`config.mk`:
```
export PLATFORM = sky130hd
export DESIGN_NAME = gray_ptr_receiver
export DESIGN_NICKNAME = d
export VERILOG_FILES = /design/src/rtl/gray_ptr_receiver.sv
export SDC_FILE = /design/constraint.sdc
export NUM_CORES = 1
export LEC_CHECK = 0
export ABC_CLOCK_PERIOD_IN_PS = 1200
export BUFFER_PORTS_ARGS = -buffer_cell sky130_fd_sc_hd__buf_4
export CORE_MARGIN = 2
export CORE_UTILIZATION = 45
export CTS_BUF_LIST = sky130_fd_sc_hd__clkbuf_8
export DETAILED_ROUTE_END_ITERATION = 10
export GPL_TIMING_DRIVEN = 0
export HOLD_SLACK_MARGIN = 0.06
export PLACE_DENSITY_LB_ADDON = 0.3
export REMOVE_ABC_BUFFERS = 1
export SLEW_MARGIN = 10
export SYNTH_ARGS = -nofsm -noshare
export SYNTH_HDL_FRONTEND = slang
export SYNTH_SLANG_ARGS = --single-unit
```
`constraint.sdc`:
```
create_clock -name clk -period 1.2 [get_ports clk]
set_input_delay 0.06 -clock clk [delete_from_list [all_inputs] [get_ports clk]]
set_output_delay 0.06 -clock clk [all_outputs]
set_load 0.01 [all_outputs]
```
`src/rtl/gray_ptr_receiver.sv`:
```
// Receive side of a Gray-coded pointer crossing: synchronizes gray_in into clk, converts
// it to binary and flags illegal multi-bit steps between successive samples.
module gray_ptr_receiver #(
    parameter int unsigned WIDTH       = 4,
    parameter int unsigned SYNC_STAGES = 2
) (
    input  logic             clk,
    input  logic             rst_n,
    input  logic [WIDTH-1:0] gray_in,
    input  logic             clr_err,
    output logic [WIDTH-1:0] bin_out,
    output logic             bin_valid,
    output logic             changed,
    output logic             step_err,
    output logic             err_sticky
);

    localparam int unsigned CntW = $clog2(SYNC_STAGES + 2);
    localparam logic [CntW-1:0] CntMax = CntW'(SYNC_STAGES + 1);
    localparam logic [CntW-1:0] CntLast = CntW'(SYNC_STAGES);

    logic [WIDTH-1:0] sync_q [SYNC_STAGES];
    logic [WIDTH-1:0] sync_d [SYNC_STAGES];
    logic [WIDTH-1:0] g_sync;
    logic [WIDTH-1:0] g_prev_q, g_prev_d;
    logic [WIDTH-1:0] bin_q, bin_d;
    logic [WIDTH-1:0] diff;
    logic [CntW-1:0]  warm_q, warm_d;
    logic             valid_q, valid_d;
    logic             changed_q, changed_d;
    logic             step_err_q, step_err_d;
    logic             sticky_q, sticky_d;

    assign g_sync = sync_q[SYNC_STAGES-1];
    assign diff   = g_sync ^ g_prev_q;

    always_comb begin
        sync_d[0] = gray_in;
        for (int i = 1; i < SYNC_STAGES; i++) begin
            sync_d[i] = sync_q[i-1];
        end
    end

    // Each binary bit is the XOR of all Gray bits at or above its position.
    always_comb begin
        bin_d = '0;
        for (int i = 0; i < WIDTH; i++) begin
            bin_d[i] = ^(g_sync >> i);
        end
    end

    always_comb begin
        g_prev_d   = g_sync;
        warm_d     = (warm_q == CntMax) ? warm_q : warm_q + CntW'(1);
        valid_d    = valid_q || (warm_q >= CntLast);
        // Pre-edge valid gates the checks so the first real sample never compares to reset state.
        changed_d  = valid_q && (diff != '0);
        step_err_d = valid_q && ((diff & (diff - WIDTH'(1))) != '0);
        if (step_err_d) begin
            sticky_d = 1'b1;
        end else if (clr_err) begin
            sticky_d = 1'b0;
        end else begin
            sticky_d = sticky_q;
        end
    end

    always_ff @(posedge clk or negedge rst_n) begin
        if (!rst_n) begin
            for (int i = 0; i < SYNC_STAGES; i++) begin
                sync_q[i] <= '0;
            end
            g_prev_q   <= '0;
            bin_q      <= '0;
            warm_q     <= '0;
            valid_q    <= 1'b0;
            changed_q  <= 1'b0;
            step_err_q <= 1'b0;
            sticky_q   <= 1'b0;
        end else begin
            for (int i = 0; i < SYNC_STAGES; i++) begin
                sync_q[i] <= sync_d[i];
            end
            g_prev_q   <= g_prev_d;
            bin_q      <= bin_d;
            warm_q     <= warm_d;
            valid_q    <= valid_d;
            changed_q  <= changed_d;
            step_err_q <= step_err_d;
            sticky_q   <= sticky_d;
        end
    end

    assign bin_out    = bin_q;
    assign bin_valid  = valid_q;
    assign changed    = changed_q;
    assign step_err   = step_err_q;
    assign err_sticky = sticky_q;

endmodule

```
Yosys cells after proc, flatten, opt, wreduce, memory -nomap -nowiden
Cells that the tools add are included.
- output and inout bits: 8
- word-level logic and storage cells: 27
- register bits after elaboration: 22
- input port bits: 7
- muxes and demuxes: 2
- eq/ne operators: 1
- reductions and logical operators: 10
- add/subtract/negate cells: 2
- bitwise operators: 2
- magnitude comparators: 1
- operators with widths (operator ; count):
    $reduce_xor 4->1 ; 4
    $reduce_bool 4->1 ; 2
    $and 4x4->4 ; 1
    $sub 4x1->4 const B ; 1
    $xor 4x4->4 ; 1
    $add 2x1->2 const B ; 1
    $eq 2x2->1 const B ; 1
    $ge 2x2->1 const B ; 1
    $logic_and 1x1->1 ; 2
    $mux 1 ; 2
    $reduce_bool 2->1 ; 1
    $logic_or 1x1->1 ; 1

Longest topological paths before layout
- word-level depth: 6
- depth in mapped cells: 3
- mapped depth without buffers: 3

Worst setup path after synthesis
Ideal clock, no wire load.
- path type: reg-to-reg
- start point: register sync_q, in the netlist g_prev_d[0]
- end point: register sticky_q, in the netlist err_sticky
- library setup time: 0.132 ns
- arrival time: 0.942 ns
- clock period less this slack: 1.074 ns
- path slack: 0.126 ns
- stages on the path, launching flop included: 4
- buffers on the path: 0
- required time: 1.068 ns
- cells stage by stage: dfrtp_1 -> xor2_1 -> a211oi_1 -> o32ai_1
- cells in the longest elaborated chain, start to end: 6
- elaborated cells between the ends (all ways): 7
- classes of those cells: add/sub (1); mux (1); bitwise (2); reduce/logical (3)
- ends and longest elaborated chain (item ; RTL line ; RTL):
    from (decl) ; 22 ; logic [WIDTH-1:0] sync_q [SYNC_STAGES];
    from (signal, indexed assignment) ; 82 ; sync_q[i] <= sync_d[i];
    $xor 4x4->4 (*) ; 35 ; assign diff = g_sync ^ g_prev_q;
    $sub 4x1->4 ; 58 ; step_err_d = valid_q && ((diff & (diff - WIDTH'(1))) != '0);
    $and 4x4->4 (*) ; 58 ;
    $reduce_bool 4->1 (*) ; 58 ;
    $logic_and 1x1->1 (*) ; 58 ;
    $mux 1 or $reduce_bool 2->1 (tied branches) ; n/a ;
    to (signal assigned) ; 90 ; sticky_q <= sticky_d;
    to (decl) ; 32 ; logic sticky_q, sticky_d;
Every way passes the cells marked *; elsewhere a longest branch is shown, timed or not.
A chain may end at the register's enable or synchronous reset.

Worst setup path after layout
- start point: register sync_q, in the netlist g_prev_d[2]
- end point: register sticky_q, in the netlist err_sticky
The elaborated chain is that of the path after synthesis.

==> flow_metrics.env <==
export IMPL_outcome="finished clean"
export IMPL_worst_slack_ns=0.00987
export IMPL_synth_cell_types=13
export IMPL_timing_worst_setup_path_type="reg -> reg"
export IMPL_grt_pass1_wl_um=1750
export IMPL_min_period_ns=1.19
export IMPL_viasPerCell=4.83
export IMPL_worstPathRequired_ns=1.33
export IMPL_hold_ws_ns=0.221
export IMPL_grt_util_met3=0.0375
export IMPL_maxCapViolations=0
export IMPL_dp_slack_ns=0.0174
export IMPL_grt_start_max_net_pins=22
export IMPL_switching_share=0.223
export IMPL_rsz0062_at_grt="yes"
export IMPL_die_w_um=43.4
export IMPL_yosys_warnings=0
export IMPL_dieArea_sq_um=1880
export IMPL_antenna_cells=0
export IMPL_cts_buffer_depth=2
export IMPL_wl_per_cell_um=12.0
export IMPL_use_met2=0.230
export IMPL_endpoint_kind="register"
export IMPL_vias=401
export IMPL_slew_viol_final=0
export IMPL_core_area_sq_um=1470
export IMPL_ys_seq_elements=21
export IMPL_grt_overflow_total=0
export IMPL_power_frac_seq=0.566
export IMPL_io_pins=15
export IMPL_initial_core_util=0.474
export IMPL_hold_path_class="in -> async"
export IMPL_syn_avg_cell_area_sq_um=15.9
export IMPL_cp_data_arrival_time_ns=1.32
export IMPL_numPortBuffers=14
export IMPL_clk_insertion_delay_late_ns=0.26
export IMPL_layout_commonest_cell="dfrtp_1"
export IMPL_wirelength_um=997
export IMPL_final_cell_mix="dfrtp_1 (21), buf_4 (14), dlygate4sd3_1 (6)"
export IMPL_cts_buffers=3
export IMPL_routabilityCongestion=0.671
export IMPL_p_sw_mw=0.308
export IMPL_layout_drive_gt1_share=0.343
export IMPL_use_met1=0.144
export IMPL_cts_sinks=21
export IMPL_firstDrtPassIters=2
export IMPL_cts_root_buffer="clkbuf_8"
export IMPL_worstMarginPinSlew_ns=0.321
export IMPL_syn_to_final_growth_pct=37.1
export IMPL_htree_levels=1
export IMPL_fmax_mhz=840
export IMPL_ir_worst_vdd_v=0.000908
export IMPL_start_kind="register"
export IMPL_syn_cell_area_sq_um=698
export IMPL_antenna_found_initial=0
export IMPL_fin_nets=77
export IMPL_first_iter_violations=1
export IMPL_drc_errors=0
export IMPL_p_int_mw=1.07
export IMPL_clkTransAtPathRegs_ns=0.07
export IMPL_fp_row_count=14
export IMPL_max_slew_margin=0.785
export IMPL_p_comb_frac=0.112
export IMPL_final_util=0.651
export IMPL_powerDensity_nw_per_um2=1440
export IMPL_dpl_cell_area_sq_um=816
export IMPL_crit_path_max_fanout=3
export IMPL_netlist_instances=44
export IMPL_post_cts_buffers=0
export IMPL_track_usage=0.135
export IMPL_grt_busiest_layer="met2"
export IMPL_leakagePower_nw=0.454
export IMPL_finalHoldViolCount=0
export IMPL_clockPowerShare=0.322
export IMPL_dp_hpwl_um=573
export IMPL_stdcell_area_sq_um=957
export IMPL_die_h_um=43.4
export IMPL_fin_crit_sh=0.992
export IMPL_fin_skew_ns=0.00351
export IMPL_drtAntennaViolNets=0
export IMPL_grt_pass1_vias=422
export IMPL_setup_viol=0
export IMPL_cts_tree="built"
export IMPL_synth_seq_area_share=0.753
-- area by class of cell --
| type | count | area, sq um |
|---|---|---|
| Clock buffer | 3 | 41.3 |
| Clock inverter | 1 | 5.00 |
| Fill cell | 122 | 514 |
| Inverter | 4 | 15.0 |
| Multi-Input combinational cell | 18 | 185 |
| Sequential cell | 21 | 526 |
| Tap cell | 16 | 20.0 |
| Timing Repair Buffer | 20 | 165 |
-- cell usage after synthesis --
library cell	count	area, sq um
dfrtp_1	21	526
buf_4	1	7.51
mux2i_1	1	10.0
nor3_1	1	5.00
o32ai_1	1	8.76
inv_1	4	15.0
nor4_1	1	6.26
a211oi_1	2	15.0
nor2_1	1	3.75
xor2_1	7	61.3
or3_1	1	6.26
xnor2_1	1	8.76
ha_1	2	25.0
-- cell families (layout without fill, tap and decap cells) --
| kind of cell | Yosys count | count (layout) | synth area share |
|---|---|---|---|
| AO/OA/AOI/OAI | 3 | 3 | 0.0340 |
| XOR/XNOR | 8 | 8 | 0.100 |
| adder cells (fa/ha/maj) | 2 | 2 | 0.0358 |
| buffers and inverters | 5 | 28 | 0.0323 |
| flip-flops | 21 | 21 | 0.753 |
| multiplexers | 1 | 1 | 0.0143 |
| AND/OR/NAND/NOR | 4 | 4 | 0.0305 |
-- metrics by stage --
step / std cells / power (mW) / setup TNS [ns]
2_1_floorplan: 43 / 0.842 / 0
3_3_place_gp: 73 / 0.919 / 0
3_5_place_dp: 73 / 0.922 / 0
4_1_cts: 83 / 1.39 / 0
5_1_grt: 83 / 1.45 / -0.0896
6_report: 83 / 1.38 / 0
-- critical path, cell delays in order (launching register included) --
cell and delay, ns:
dfrtp_1 0.43, xor2_2 0.18, a211oi_1 0.35, o32ai_1 0.12
-- power by group through the flow --
stage               Sequential, mW  Combinational (mW)  Clock (mW)
floorplan                    0.803              0.0389           0
global placement             0.787               0.131           0
detailed placement           0.788               0.134           0
CTS                          0.775               0.149       0.463
global route                 0.786               0.169       0.495
finish                       0.780               0.155       0.443
-- flip-flops by register name (all words and copies together) (netlist names) --
name	flops
bin_out	4
g_prev_d	4
changed	1
sync_d	4
step_err	1
err_sticky	1
warm_q	2
g_prev_q	3
bin_valid	1
-- worst paths after layout --
path | from | slack [ns] | cells after the start | endpoint
max | g_prev_d[2] | 0.01 | 3 | err_sticky
min reg2reg | sync_d[0] | 0.35 | 0 | g_prev_d[0]
max reg2reg | g_prev_d[2] | 0.01 | 3 | err_sticky
min in group clk | sync_d[0] | 0.35 | 0 | g_prev_d[0]
min | rst_n | 0.22 | 2 | sync_d[2]
max in group asynchronous | rst_n | 0.77 | 2 | warm_q[1]
-- timing repair --
item,in CTS,in global routing
hold endpoints to repair,26,0
setup endpoints to repair,0,3
resized for setup,0,5
hold buffers,6,0
-- metal layers --
| layer | vias to the layer above | part of all wire |
|---|---|---|
| met5 | - | 0 |
| met4 | 0 | 0.025 |
| met3 | 3 | 0.072 |
| met2 | 17 | 0.49 |
| met1 | 195 | 0.41 |
| li1 | 186 | - |
Note: power is estimated with default switching activity, not from simulation.
